--- src/rtl/aeolus_multicycle_sequencer_pkg.sv ---
// Shared definitions for the Aeolus multi-cycle sequencer: opcode numbering,
// FSM state encoding and the opcode classes that write the accumulator.
// Optional feature macro used by the sequencer: AEOLUS_SEQ_STEP_EN.
package aeolus_pkg;

    // Default datapath widths
    localparam int SEQ_OPCODE_WIDTH = 4;
    localparam int SEQ_CTRL_WIDTH   = 16;
    localparam int SEQ_COUNT_WIDTH  = 16;

    // Instruction ROM opcodes; the one-hot strobe index equals the opcode value
    localparam logic [3:0] OP_LDA  = 4'd0;
    localparam logic [3:0] OP_LDB  = 4'd1;
    localparam logic [3:0] OP_LDO  = 4'd2;
    localparam logic [3:0] OP_LDSA = 4'd3;
    localparam logic [3:0] OP_LDSB = 4'd4;
    localparam logic [3:0] OP_LSH  = 4'd5;
    localparam logic [3:0] OP_RSH  = 4'd6;
    localparam logic [3:0] OP_CLR  = 4'd7;
    localparam logic [3:0] OP_SNZA = 4'd8;
    localparam logic [3:0] OP_SNZS = 4'd9;
    localparam logic [3:0] OP_ADD  = 4'd10;
    localparam logic [3:0] OP_SUB  = 4'd11;
    localparam logic [3:0] OP_AND  = 4'd12;
    localparam logic [3:0] OP_OR   = 4'd13;
    localparam logic [3:0] OP_XOR  = 4'd14;
    localparam logic [3:0] OP_INV  = 4'd15;

    // FSM state encoding
    localparam logic [2:0] ST_IDLE_ENC      = 3'd0;
    localparam logic [2:0] ST_FETCH_ENC     = 3'd1;
    localparam logic [2:0] ST_DECODE_ENC    = 3'd2;
    localparam logic [2:0] ST_EXECUTE_ENC   = 3'd3;
    localparam logic [2:0] ST_WRITEBACK_ENC = 3'd4;
    localparam logic [2:0] ST_HALT_ENC      = 3'd5;
    localparam logic [2:0] ST_STEP_WAIT_ENC = 3'd6;

    typedef enum logic [2:0] {
        S_IDLE      = ST_IDLE_ENC,
        S_FETCH     = ST_FETCH_ENC,
        S_DECODE    = ST_DECODE_ENC,
        S_EXECUTE   = ST_EXECUTE_ENC,
        S_WRITEBACK = ST_WRITEBACK_ENC,
        S_HALT      = ST_HALT_ENC,
        S_STEP_WAIT = ST_STEP_WAIT_ENC
    } seq_state_e;

    // Opcodes that unconditionally write the accumulator (CLR and the ALU group)
    localparam logic [15:0] ACC_WRITE_MASK = (16'd1 << OP_CLR) | (16'd1 << OP_ADD) |
                                             (16'd1 << OP_SUB) | (16'd1 << OP_AND) |
                                             (16'd1 << OP_OR)  | (16'd1 << OP_XOR) |
                                             (16'd1 << OP_INV);

    // Conditional opcodes that write the accumulator only when the shift flag is set
    localparam logic [15:0] COND_WRITE_MASK = (16'd1 << OP_SNZA) | (16'd1 << OP_SNZS);

    // Opcodes that never touch the accumulator (loads and shifts)
    localparam logic [15:0] NO_ACC_MASK = (16'd1 << OP_LDA)  | (16'd1 << OP_LDB)  |
                                          (16'd1 << OP_LDO)  | (16'd1 << OP_LDSA) |
                                          (16'd1 << OP_LDSB) | (16'd1 << OP_LSH)  |
                                          (16'd1 << OP_RSH);

endpackage

--- src/rtl/aeolus_multicycle_sequencer_if.sv ---
// Bus between the sequencer and the rest of the Aeolus datapath: run/step
// control, ROM opcode and flags in, datapath strobes and status out.
interface aeolus_multicycle_sequencer_if #(
    parameter int OPCODE_WIDTH = aeolus_pkg::SEQ_OPCODE_WIDTH,
    parameter int CTRL_WIDTH   = aeolus_pkg::SEQ_CTRL_WIDTH,
    parameter int COUNT_WIDTH  = aeolus_pkg::SEQ_COUNT_WIDTH
);
    logic                    run;
    logic                    step;
    logic [OPCODE_WIDTH-1:0] opcode;
    logic                    sf;
    logic                    pc_last;
    logic                    pc_en;
    logic                    ir_load;
    logic [CTRL_WIDTH-1:0]   ctrl;
    logic                    acc_en;
    logic                    cond_taken;
    logic                    busy;
    logic                    retired;
    logic [COUNT_WIDTH-1:0]  instr_count;

    // Datapath / board side: drives control and ROM data, observes strobes
    modport master (
        output run, step, opcode, sf, pc_last,
        input  pc_en, ir_load, ctrl, acc_en, cond_taken, busy, retired, instr_count
    );

    // Sequencer side
    modport slave (
        input  run, step, opcode, sf, pc_last,
        output pc_en, ir_load, ctrl, acc_en, cond_taken, busy, retired, instr_count
    );

endinterface

--- src/rtl/aeolus_multicycle_sequencer_decoder.sv ---
// Combinational opcode to one-hot strobe decoder, shared with the
// single-cycle Aeolus top.
module aeolus_opcode_decoder
    import aeolus_pkg::*;
#(
    parameter int OPCODE_WIDTH = SEQ_OPCODE_WIDTH,
    parameter int CTRL_WIDTH   = SEQ_CTRL_WIDTH
) (
    input  logic [OPCODE_WIDTH-1:0] i_opcode,
    output logic [CTRL_WIDTH-1:0]   o_onehot
);

    // Exactly one bit set, at the index equal to the opcode value
    always_comb begin
        o_onehot = '0;
        for (int i = 0; i < CTRL_WIDTH; i++) begin
            if (i_opcode == OPCODE_WIDTH'(i)) begin
                o_onehot[i] = 1'b1;
            end
        end
    end

endmodule

--- src/rtl/aeolus_multicycle_sequencer.sv ---
// Multi-cycle FETCH/DECODE/EXECUTE/WRITEBACK control sequencer for the Aeolus
// CPU. All outputs are registered from the next state so each strobe lines up
// with the state it belongs to.
// Optional feature macro: AEOLUS_SEQ_STEP_EN (single-step wait after each
// instruction, released by the step input).
module aeolus_multicycle_sequencer
    import aeolus_pkg::*;
#(
    parameter int OPCODE_WIDTH = SEQ_OPCODE_WIDTH,
    parameter int CTRL_WIDTH   = SEQ_CTRL_WIDTH,
    parameter int COUNT_WIDTH  = SEQ_COUNT_WIDTH
) (
    input  logic                          clk,
    input  logic                          reset,
    aeolus_multicycle_sequencer_if.slave  bus
);

    seq_state_e              r_state;
    seq_state_e              w_nextState;
    logic [OPCODE_WIDTH-1:0] r_ir;
    logic [CTRL_WIDTH-1:0]   w_decoded;
    logic [CTRL_WIDTH-1:0]   w_accMask;
    logic [CTRL_WIDTH-1:0]   w_condMask;
    logic                    w_isAccOp;
    logic                    w_isCondOp;

    logic                    r_irLoad;
    logic [CTRL_WIDTH-1:0]   r_ctrl;
    logic                    r_accEn;
    logic                    r_condTaken;
    logic                    r_busy;
    logic                    r_retired;
    logic [COUNT_WIDTH-1:0]  r_instrCount;

    logic                    w_nextIrLoad;
    logic [CTRL_WIDTH-1:0]   w_nextCtrl;
    logic                    w_nextAccEn;
    logic                    w_nextCondTaken;
    logic                    w_nextBusy;
    logic                    w_nextRetired;

    aeolus_opcode_decoder #(
        .OPCODE_WIDTH (OPCODE_WIDTH),
        .CTRL_WIDTH   (CTRL_WIDTH)
    ) u_decoder (
        .i_opcode (r_ir),
        .o_onehot (w_decoded)
    );

    assign w_accMask  = CTRL_WIDTH'(ACC_WRITE_MASK);
    assign w_condMask = CTRL_WIDTH'(COND_WRITE_MASK);
    assign w_isAccOp  = |(w_decoded & w_accMask);
    assign w_isCondOp = |(w_decoded & w_condMask);

`ifndef AEOLUS_SEQ_STEP_EN
    logic w_stepUnused;
    assign w_stepUnused = bus.step;
`endif

    // Next-state logic: run is only looked at in IDLE and WRITEBACK (and STEP_WAIT)
    always_comb begin
        w_nextState = r_state;
        case (r_state)
            S_IDLE: begin
                if (bus.run) begin
                    w_nextState = S_FETCH;
                end
            end
            S_FETCH:     w_nextState = S_DECODE;
            S_DECODE:    w_nextState = S_EXECUTE;
            S_EXECUTE:   w_nextState = S_WRITEBACK;
            S_WRITEBACK: begin
                if (bus.pc_last) begin
                    w_nextState = S_HALT;
`ifdef AEOLUS_SEQ_STEP_EN
                end else begin
                    w_nextState = S_STEP_WAIT;
                end
`else
                end else if (!bus.run) begin
                    w_nextState = S_IDLE;
                end else begin
                    w_nextState = S_FETCH;
                end
`endif
            end
            S_HALT:      w_nextState = S_HALT;
`ifdef AEOLUS_SEQ_STEP_EN
            S_STEP_WAIT: begin
                if (!bus.run) begin
                    w_nextState = S_IDLE;
                end else if (bus.step) begin
                    w_nextState = S_FETCH;
                end
            end
`endif
            default:     w_nextState = S_IDLE;
        endcase
    end

    // Moore output decode from the state about to be entered. The shift flag for
    // SNZA/SNZS is taken at the edge that starts EXECUTE, so the accumulator
    // enable and cond_taken are stable for the whole EXECUTE cycle.
    always_comb begin
        w_nextIrLoad    = 1'b0;
        w_nextCtrl      = '0;
        w_nextAccEn     = 1'b0;
        w_nextCondTaken = 1'b0;
        w_nextBusy      = 1'b0;
        w_nextRetired   = 1'b0;
        case (w_nextState)
            S_FETCH: begin
                w_nextIrLoad = 1'b1;
                w_nextBusy   = 1'b1;
            end
            S_DECODE: begin
                w_nextBusy = 1'b1;
            end
            S_EXECUTE: begin
                w_nextBusy      = 1'b1;
                w_nextCtrl      = w_decoded;
                w_nextCondTaken = w_isCondOp & bus.sf;
                w_nextAccEn     = w_isAccOp | (w_isCondOp & bus.sf);
            end
            S_WRITEBACK: begin
                w_nextBusy    = 1'b1;
                w_nextRetired = 1'b1;
            end
            S_STEP_WAIT: begin
                w_nextBusy = 1'b1;
            end
            default: begin
                w_nextBusy = 1'b0;
            end
        endcase
    end

    // State, instruction register, registered strobes and retired counter
    always_ff @(posedge clk) begin
        if (reset) begin
            r_state      <= S_IDLE;
            r_ir         <= '0;
            r_irLoad     <= 1'b0;
            r_ctrl       <= '0;
            r_accEn      <= 1'b0;
            r_condTaken  <= 1'b0;
            r_busy       <= 1'b0;
            r_retired    <= 1'b0;
            r_instrCount <= '0;
        end else begin
            r_state     <= w_nextState;
            r_irLoad    <= w_nextIrLoad;
            r_ctrl      <= w_nextCtrl;
            r_accEn     <= w_nextAccEn;
            r_condTaken <= w_nextCondTaken;
            r_busy      <= w_nextBusy;
            r_retired   <= w_nextRetired;
            if (r_state == S_FETCH) begin
                r_ir <= bus.opcode;
            end
            if (w_nextRetired) begin
                r_instrCount <= r_instrCount + COUNT_WIDTH'(1);
            end
        end
    end

    assign bus.ir_load     = r_irLoad;
    assign bus.ctrl        = r_ctrl;
    assign bus.acc_en      = r_accEn;
    assign bus.cond_taken  = r_condTaken;
    assign bus.busy        = r_busy;
    assign bus.retired     = r_retired;
    assign bus.pc_en       = r_retired;
    assign bus.instr_count = r_instrCount;

endmodule
--- src/flat_wrapper.sv ---
// flat-port wrapper written by rule: the top's interface ports become plain ports
module aeolus_multicycle_sequencer_flat import aeolus_pkg::*;
#(
    parameter int OPCODE_WIDTH = SEQ_OPCODE_WIDTH,
    parameter int CTRL_WIDTH   = SEQ_CTRL_WIDTH,
    parameter int COUNT_WIDTH  = SEQ_COUNT_WIDTH
)
  (clk, reset, bus_run, bus_step, bus_opcode, bus_sf, bus_pc_last, bus_pc_en, bus_ir_load, bus_ctrl, bus_acc_en, bus_cond_taken, bus_busy, bus_retired, bus_instr_count);
  aeolus_multicycle_sequencer_if #(.OPCODE_WIDTH(OPCODE_WIDTH), .CTRL_WIDTH(CTRL_WIDTH), .COUNT_WIDTH(COUNT_WIDTH)) bus_i ();
  input  logic clk;
  input  logic reset;
  input wire logic [$bits(bus_i.run)-1:0] bus_run;
  input wire logic [$bits(bus_i.step)-1:0] bus_step;
  input wire logic [$bits(bus_i.opcode)-1:0] bus_opcode;
  input wire logic [$bits(bus_i.sf)-1:0] bus_sf;
  input wire logic [$bits(bus_i.pc_last)-1:0] bus_pc_last;
  output wire logic [$bits(bus_i.pc_en)-1:0] bus_pc_en;
  output wire logic [$bits(bus_i.ir_load)-1:0] bus_ir_load;
  output wire logic [$bits(bus_i.ctrl)-1:0] bus_ctrl;
  output wire logic [$bits(bus_i.acc_en)-1:0] bus_acc_en;
  output wire logic [$bits(bus_i.cond_taken)-1:0] bus_cond_taken;
  output wire logic [$bits(bus_i.busy)-1:0] bus_busy;
  output wire logic [$bits(bus_i.retired)-1:0] bus_retired;
  output wire logic [$bits(bus_i.instr_count)-1:0] bus_instr_count;
  assign bus_i.run = bus_run;
  assign bus_i.step = bus_step;
  assign bus_i.opcode = bus_opcode;
  assign bus_i.sf = bus_sf;
  assign bus_i.pc_last = bus_pc_last;
  assign bus_pc_en = bus_i.pc_en;
  assign bus_ir_load = bus_i.ir_load;
  assign bus_ctrl = bus_i.ctrl;
  assign bus_acc_en = bus_i.acc_en;
  assign bus_cond_taken = bus_i.cond_taken;
  assign bus_busy = bus_i.busy;
  assign bus_retired = bus_i.retired;
  assign bus_instr_count = bus_i.instr_count;
  aeolus_multicycle_sequencer #(.OPCODE_WIDTH(OPCODE_WIDTH), .CTRL_WIDTH(CTRL_WIDTH), .COUNT_WIDTH(COUNT_WIDTH)) u_core (.clk(clk), .reset(reset), .bus(bus_i));
endmodule
--- config.mk ---
export PLATFORM = sky130hd
export DESIGN_NAME = aeolus_multicycle_sequencer_flat
export DESIGN_NICKNAME = d
export VERILOG_FILES = /design/src/rtl/aeolus_multicycle_sequencer_pkg.sv /design/src/rtl/aeolus_multicycle_sequencer_if.sv /design/src/rtl/aeolus_multicycle_sequencer_decoder.sv /design/src/rtl/aeolus_multicycle_sequencer.sv /design/src/flat_wrapper.sv
export SDC_FILE = /design/constraint.sdc
export NUM_CORES = 1
export LEC_CHECK = 0
export ABC_CLOCK_PERIOD_IN_PS = 1600
export BUFFER_PORTS_ARGS = -buffer_cell sky130_fd_sc_hd__buf_2
export CORE_MARGIN = 2
export CORE_UTILIZATION = 30
export CTS_CLUSTER_SIZE = 24
export DETAILED_ROUTE_END_ITERATION = 10
export GPL_TIMING_DRIVEN = 0
export RECOVER_POWER = 50
export SLEW_MARGIN = 5
export SYNTH_ARGS = -nofsm -noshare
export SYNTH_HDL_FRONTEND = slang
export SYNTH_SLANG_ARGS = --single-unit
--- constraint.sdc ---
create_clock -name clk -period 1.6 [get_ports clk]
set_input_delay 0.16 -clock clk [delete_from_list [all_inputs] [get_ports clk]]
set_output_delay 0.16 -clock clk [all_outputs]
set_load 0.01 [all_outputs]
* Word-level counts from Yosys, hierarchy flattened
Cells that the tools add are included.
Word-level totals: register bits after elaboration 44, bits of input ports 10, output and inout bits 38, word-level logic and storage cells 67
Cells by class: add/sub/neg operators 1, eq/ne operators 25, mux-type cells 23, bitwise logic cells 3, reductions and logical operators 6
Operators by type and width (count):
- $eq A4 B4 Y1 const B | 8
- $mux W1 | 20
- $pmux W3 S6 | 1
- $add A16 B1 Y16 const B | 1
- $eq A4 B3 Y1 const B | 4
- $eq A3 B2 Y1 const B | 4
- $eq A3 B3 Y1 const B | 4
- $eq A4 B2 Y1 const B | 2
- $reduce_or A7 Y1 | 1
- $eq A3 B1 Y1 const B | 2
- $mux W3 | 2
- $reduce_or A5 Y1 | 1
- $eq A4 B1 Y1 const B | 1
- $logic_not A4 Y1 | 1
- $reduce_or A2 Y1 | 2
- $logic_not A3 Y1 | 1
- $and A1 B1 Y1 | 1
- $not A1 Y1 | 1
- $or A1 B1 Y1 | 1

* Depth between registers and ports, before layout
Gate-level depths: netlist of run 1.
word-level depth 6, depth in mapped cells 6, gate-level depth less buffers 5

* Cells and area by module
From an unflattened synthesis of run 1, not the netlist that was laid out.
Unflattened totals: cell total of the unflattened synthesis 187, area total of the unflattened synthesis 1854.3 µm²
By module, submodules not included:
- aeolus_multicycle_sequencer | instances 1, cells an instance 167, area an instance 1622.8 µm²
- aeolus_opcode_decoder | instances 1, cells an instance 20, area an instance 231.5 µm²

* Worst setup path after synthesis of run 1
Ideal clock, no wire load.
kind flip-flop to flip-flop, start point reg u_core.r_instrCount[5] (netlist: u_core.bus.instr_count[5]), end point reg u_core.r_instrCount[15] (netlist: u_core.bus.instr_count[15]), setup time 0.070 ns, arrival time 1.627 ns, setup slack -0.097 ns, cell stages (with the launch flop) 5, path buffers 0, cell sequence dfxtp_1 -> nand4_2 -> or4_4 -> or3_1 -> a21oi_1
Between the ends: cells in the longest elaborated chain, start to end 1
Ends and longest elaborated chain:
- start, declared | RTL line aeolus_multicycle_sequencer.sv:33 | logic [COUNT_WIDTH-1:0] r_instrCount;
- start signal, assigned | RTL line aeolus_multicycle_sequencer.sv:162 | r_instrCount <= r_instrCount + COUNT_WIDTH'(1);
- $add A16 B1 Y16 | RTL line aeolus_multicycle_sequencer.sv:162
Every way passes these cells. A chain may end at the register's enable or synchronous reset.

* Worst setup path in the final report of run 1
start point reg u_core.r_instrCount[6] (netlist: u_core.bus.instr_count[6]), end point reg u_core.r_instrCount[13] (netlist: u_core.bus.instr_count[13])
The elaborated chain is that of the path after synthesis.

==> results of run 1 <==
[flip-flops by register name, indices dropped and copies added (netlist names), 3 cells and up]
name / cells
u_core.bus.ctrl: 16
u_core.bus.instr_count: 16
u_core.r_ir: 4
u_core.r_state: 3
[tightest hold or removal path: cells and delay by family]
| family | cells | cell delay (ps) |
|---|---|---|
| buf+inv | 1 | 70 |
| mux | 1 | 50 |
| simple gates | 1 | 70 |
[metrics by stage]
stage	cell area, um2	setup TNS [ps]	instances
floorplan	1640	0	179
global placement	1950	-707	294
detailed placement	1950	-865	294
CTS	2100	-23.4	305
global route	2160	-240	310
finish	2160	-7.36	310
[layer usage]
| layer | vias to the layer above | track usage | wire (um) |
|---|---|---|---|
| li1 | 721 | - | - |
| met1 | 639 | 0.153 | 1640 |
| met2 | 36 | 0.188 | 1590 |
| met3 | 2 | 0.0512 | 213 |
| met4 | 0 | 0.0321 | 17 |
| met5 | - | 0 | 0 |
[placed cells by master (no fill, tap or decap), types with 2 or more instances in the layout]
master	instances
inv_1	5
buf_4	9
buf_2	19
nand4_1	4
or3_1	2
clkbuf_1	33
xnor2_1	9
dfxtp_4	6
nor3_2	2
nand2b_1	2
dfxtp_2	5
nand2_1	11
nand3_1	3
clkinvlp_4	2
nor3_1	11
a21oi_1	8
mux2i_1	4
xor2_1	3
nor2_1	33
dfxtp_1	33
or3_4	2
clkbuf_8	5
o21ai_0	6
[power by group]
group	switching, mW	leakage [nW]	internal [mW]
Combinational	0.0943	0.415	0.0634
Sequential	0.0159	0.363	1.11
Clock	0.390	0.0404	0.309
[what timing repair did]
item                       4_1_cts  5_1_grt
hold endpoints to repair         0        0
setup buffers                    3        5
pin swaps                        5        3
setup endpoints to repair       14       12
gates resized for setup         11       13
[final cells by class]
cell class | count | share of cell area
multi-input combinational | 119 | 0.344
clock buffer | 5 | 0.0319
tap | 70 | 0.0406
timing repair buffer | 53 | 0.117
sequential | 44 | 0.422
buffer | 11 | 0.0255
inverter | 5 | 0.00871
clock inverter | 3 | 0.0110
[kinds of logic (layout without fill, tap and decap cells)]
kind of cell	Yosys count	after routing	synth area share
buf+inv	16	77	0.0410
simple gates	83	83	0.251
flops	44	44	0.544
fa+ha+maj	1	1	0.00773
xor+xnor	12	12	0.0650
compound gates	19	19	0.0665
mux	4	4	0.0247
[how the worst max path moves through the flow]
stage / from / end / depth (start not counted)
final: u_core.bus.instr_count[6]$_SDFFE_PP0N_ / u_core.bus.instr_count[13]$_SDFFE_PP0N_ / 4
after global routing: u_core.bus.instr_count[1]$_SDFFE_PP0N_ / u_core.bus.instr_count[13]$_SDFFE_PP0N_ / 4
after CTS: u_core.bus.instr_count[0]$_SDFFE_PP0N_ / u_core.bus.instr_count[13]$_SDFFE_PP0N_ / 4
after detailed placement: u_core.r_state[0]$_SDFF_PP0_ / u_core.bus.instr_count[15]$_SDFFE_PP0N_ / 5
after global placement: u_core.r_state[0]$_SDFF_PP0_ / u_core.bus.instr_count[14]$_SDFFE_PP0N_ / 6
after floorplan: u_core.r_state[0]$_SDFF_PP0_ / u_core.bus.instr_count[15]$_SDFFE_PP0N_ / 5
==> results.txt, run 1 <==
First-pass DRT Iterations: 4
Max rail drop VDD: 0.345 mV
HP Class: in -> reg
I/O pins: 48
fraction of registers with async set/reset: 0
Final Hold Fails: 0
clock latency on the worst-skew pair: 290 ps
unrepaired setup endpoints after global routing: yes
violated checks: setup timing
clock slew at reported path FFs: 90 ps
crit path cell chain: nand4_4, or4_4, or3_1, a21oi_1
cell area after synthesis: 0.00162 mm2
main flop type after synthesis: dfxtp_1
area grow syn2layout: 33.3%
synth warn: 0
# DRC: 0
Power Total: 1.98 mW
WL/cell: 11.2 um
clk root buf: clkbuf_8
Mapped Cells: 179
FF-to-FF End: u_core.bus.instr_count[13]$_SDFFE_PP0N_
DR iter-0 viols: 58
worst-path fanout max: 5
Post-Route WL: 3470 um
# rows: 26
PortBufs: 45
Startpoint Class: flip-flop
power density cells: 919 mW/mm2
post-route antenna net violation count: 0
hold worst-path end: u_core.r_ir[1]$_SDFFE_PP0P_
# setup viols final: 1
Crit. End Element: flip-flop
Synth top area share: 0.544
detailed placement HPWL: 2340 um
core area: 0.00514 mm2
Slew @ Worst Pin: 509 ps
die extent in y: 77.4 um
slowest stage delay, CP: 580 ps
Hold Crit Start: bus_opcode[1]
number of max-cap violations: 0
GRT overflow: 0
register area: 910 um2
area leader, netlist: dfxtp_1
Avg Cell Area, Syn: 9.04 um2
synthesized net count: 190
initial core utilization: 0.315
top cells by area, synth: dfxtp_1 (54%), nor2_1 (7.7%), xnor2_1 (4.9%)
area of the multi-input gates: 741 um2
Final min period: 1610 ps
sum of buffers and inverters on the critical path: 0
DR vias: 1398
CTS Buffer Depth: 2
Lkg Pwr: 0.818 nW
Vias/cell: 4.51
vias in the first global route: 1256
hold_ws: 108 ps
Register-to-Register Setup Slack: -7 ps
Synth Register Bits: 44
Worst EP arrival: 1830 ps
initial antenna violation count: 0
gr usage total: 0.121
final worst path period share: 1.00
clock sink count: 44
RD Place Congestion: 0.762
worst rel slew slack: 0.661
EDFF count, synth: 0
layout cell share with drive strength beyond 1: 0.263
nets: 250
first-pass GRT wire length: 5800 um
post-synth cell types: 32
post-synthesis sequential area ratio: 0.544
TritonCTS clock tree: yes
Hold Crit Depth: 3
skew final: 6.84 ps
f_max: 622 MHz
CTS buffer count: 5
Slowest cell on crit path: or4_4
final core utilization: 0.419
dpl ws: -134 ps
Final Slew Violations: 0
Crit path required time: 1820 ps
Die ar.: 0.00600 mm2
final setup margin: -7.36 ps
Commonest cells post-synth: dfxtp_1 (44), nor2_1 (33), nor3_1 (13)
R2R cell count: 4
reg2reg start: u_core.bus.instr_count[6]$_SDFFE_PP0N_
fillers: 561
die width: 77.4 um
ANT cells: 0
leading cell type by number of instances after synthesis: dfxtp_1
largest net degree at the start of global routing: 16
Crit Path Class: reg -> reg
H-tree Lvls: 2
status: complete, but fails checks
hold_buf cts: 0
Crit path max-delay family: simple AND/OR/NAND/NOR gates
Power figures use the tool's default switching activity.
==> run 2: changes to the inputs <==
--- a/config.mk
+++ b/config.mk
@@ -5,9 +5,9 @@
 export SDC_FILE = /design/constraint.sdc
 export NUM_CORES = 1
 export LEC_CHECK = 0
+export ABC_AREA = 1
 export ABC_CLOCK_PERIOD_IN_PS = 1600
 export BUFFER_PORTS_ARGS = -buffer_cell sky130_fd_sc_hd__buf_2
-export CORE_MARGIN = 2
 export CORE_UTILIZATION = 30
 export CTS_CLUSTER_SIZE = 24
 export DETAILED_ROUTE_END_ITERATION = 10
==> run 2 against run 1 <==
Against the previous run: the run now ends clean; highest routed layer unchanged; clock power grew 28%; die area fell by 4.6%; worst setup slack better by 190 ps; critical path type unchanged.
==> results.txt, run 2 <==
status: finished clean
CTS Buffer Depth: 2
Avg Cell Area, Syn: 7.90 um2
most frequent cells in the layout: dfxtp_1 (44), nor2_1 (41), clkbuf_1 (38), inv_1 (25), nand2_1 (24)
Post-DP Area: 0.00194 mm2
clock sink count: 44
post-synthesis sequential area ratio: 0.542
WL/cell: 10.4 um
worst rel slew slack: 0.692
DR vias: 1455
Final min period: 1420 ps
Slew @ Worst Pin: 461 ps
Vias/cell: 4.41
post-route design area: 0.00202 mm2
leading cell type by number of instances after synthesis: dfxtp_1
GR Util met2: 0.233
met1 Use GR: 0.162
number of max-cap violations: 0
hold_buf cts: 0
I/O pins: 48
Crit Path Class: reg -> reg
TritonCTS clock tree: yes
crit path cell chain: ha_1, nand3_1, nor2_2, nand3_1, nor2_1, a21oi_1, nor2_1
fraction of registers with async set/reset: 0
post-route antenna net violation count: 0
area of the multi-input gates: 622 um2
First-pass DRT Iterations: 4
f_max: 704 MHz
core area: 0.00517 mm2
Final Slew Violations: 0
Max rail drop VDD: 0.474 mV
fillers: 560
ANT cells: 0
unrepaired setup endpoints after global routing: no
grt met3 use: 0.0357
EDFF count, synth: 0
DR iter-0 viols: 73
Die ar.: 0.00572 mm2
synthesized net count: 217
# DRC: 0
H-tree Lvls: 2
area leader, netlist: dfxtp_1
register area: 881 um2
dpl ws: 175 ps
clock latency on the worst-skew pair: 300 ps
main flop type after synthesis: dfxtp_1
CTS buffer count: 5
die width: 75.6 um
Synth Register Bits: 44
initial core utilization: 0.314
nets: 270
top cells by area, synth: dfxtp_1 (54%), nor2_1 (9.5%), inv_1 (5.8%)
RD Place Congestion: 0.824
Top Usage Layer GRT: met2
HP Class: in -> reg
# rows: 26
Slowest cell on crit path: dfxtp_1
clk root buf: clkbuf_8
skew final: 2.74 ps
synth warn: 0
Worst EP arrival: 1660 ps
worst-path fanout max: 5
initial antenna violation count: 0
largest net degree at the start of global routing: 15
final setup margin: 180 ps
first-pass GRT wire length: 5760 um
Startpoint Class: flip-flop
vias in the first global route: 1312
post-synth cell types: 21
Synth top area share: 0.542
final worst path period share: 0.887
Commonest cells post-synth: dfxtp_1 (44), nor2_1 (41), inv_1 (25)
layout cell share with drive strength beyond 1: 0.112
power density cells: 1080 mW/mm2
commonest non-fill, non-tap cell in the layout: dfxtp_1
Crit. End Element: flip-flop
Post-Route WL: 3420 um
cell area after synthesis: 0.00163 mm2
Crit path required time: 1840 ps
clock slew at reported path FFs: 80 ps
die extent in y: 75.6 um
detailed placement HPWL: 2460 um
slowest stage delay, CP: 390 ps
Lkg Pwr: 0.777 nW
Final Hold Fails: 0
TNS Setup: 0 ps
Mapped Cells: 206
Register-to-Register Setup Slack: 180 ps
# setup viols final: 0
area grow syn2layout: 24.2%
gr usage total: 0.138
GRT overflow: 0
PortBufs: 46
## run 2: cell count changes after synthesis, sizes merged, moves of 7 or more
cell   before  now
inv         5   26
nand2      12   25
nand3       4   17
nor2       33   48
nor3       13    4
o21ai       6   13
xnor2       9    0
## run 2: area by class of cell
type / count / share of cell area
sequential: 44 / 0.436
multi-input combinational: 132 / 0.308
timing repair buffer: 46 / 0.0916
inverter: 26 / 0.0483
tap: 70 / 0.0433
clock buffer: 6 / 0.0409
clock inverter: 2 / 0.0192
buffer: 4 / 0.0130
## run 2: cell families (layout without fill, tap and decap cells)
family,Yosys count,in the layout,synth area share
AOI/OAI and AO/OA,34,34,0.112
and+or+nand+nor,97,97,0.263
buffers and inverters,30,84,0.0762
adders and majority gates,1,1,0.00769
DFF,44,44,0.542
## run 2: routing by layer
layer	share of wire	vias up	wire, um
met1	0.48	637	1640
met5	0	-	0
met2	0.45	41	1530
li1	-	769	-
met3	0.051	8	174
met4	0.023	0	78
## run 2: critical path: cells and delay by family (launching register included)
| kind | cells | cell delay (ps) |
|---|---|---|
| DFF | 1 | 390 |
| and+or+nand+nor | 5 | 680 |
| adders and majority gates | 1 | 210 |
| AOI/OAI and AO/OA | 1 | 80 |
## run 2: report_power, final
group | total (mW) | switching, mW | internal [mW]
Sequential | 1.15 | 0.0214 | 1.13
Clock | 0.893 | 0.382 | 0.510
Combinational | 0.151 | 0.103 | 0.0476
## run 2: worst paths after layout
kind / startpoint / to / cells after the start
worst min-delay path: bus_opcode[0] / u_core.r_ir[0]$_SDFFE_PP0P_ / 3
worst max-delay path: u_core.bus.instr_count[0]$_SDFFE_PP0N_ / u_core.bus.instr_count[12]$_SDFFE_PP0N_ / 7
worst min register to register: u_core.bus.instr_count[0]$_SDFFE_PP0N_ / u_core.bus.instr_count[0]$_SDFFE_PP0N_ / 1
worst max register to register: u_core.bus.instr_count[0]$_SDFFE_PP0N_ / u_core.bus.instr_count[12]$_SDFFE_PP0N_ / 7
## run 2: what timing repair did
action / in CTS / in global routing
buffers inserted: 0 / 0
setup endpoints to repair: 0 / 1
gates resized for setup: 0 / 1
## run 2: metrics by stage
| stage | power, mW | cells | hold slack, ps | utilization |
|---|---|---|---|---|
| CTS | 2.23 | 330 | 132 | 0.399 |
| global route | 2.30 | 330 | 153 | 0.391 |
| floorplan | 1.28 | 206 | 326 | - |
| global placement | 1.33 | 322 | 442 | 0.376 |
| detailed placement | 1.33 | 322 | 452 | 0.376 |
| finish | 2.19 | 330 | 141 | 0.391 |
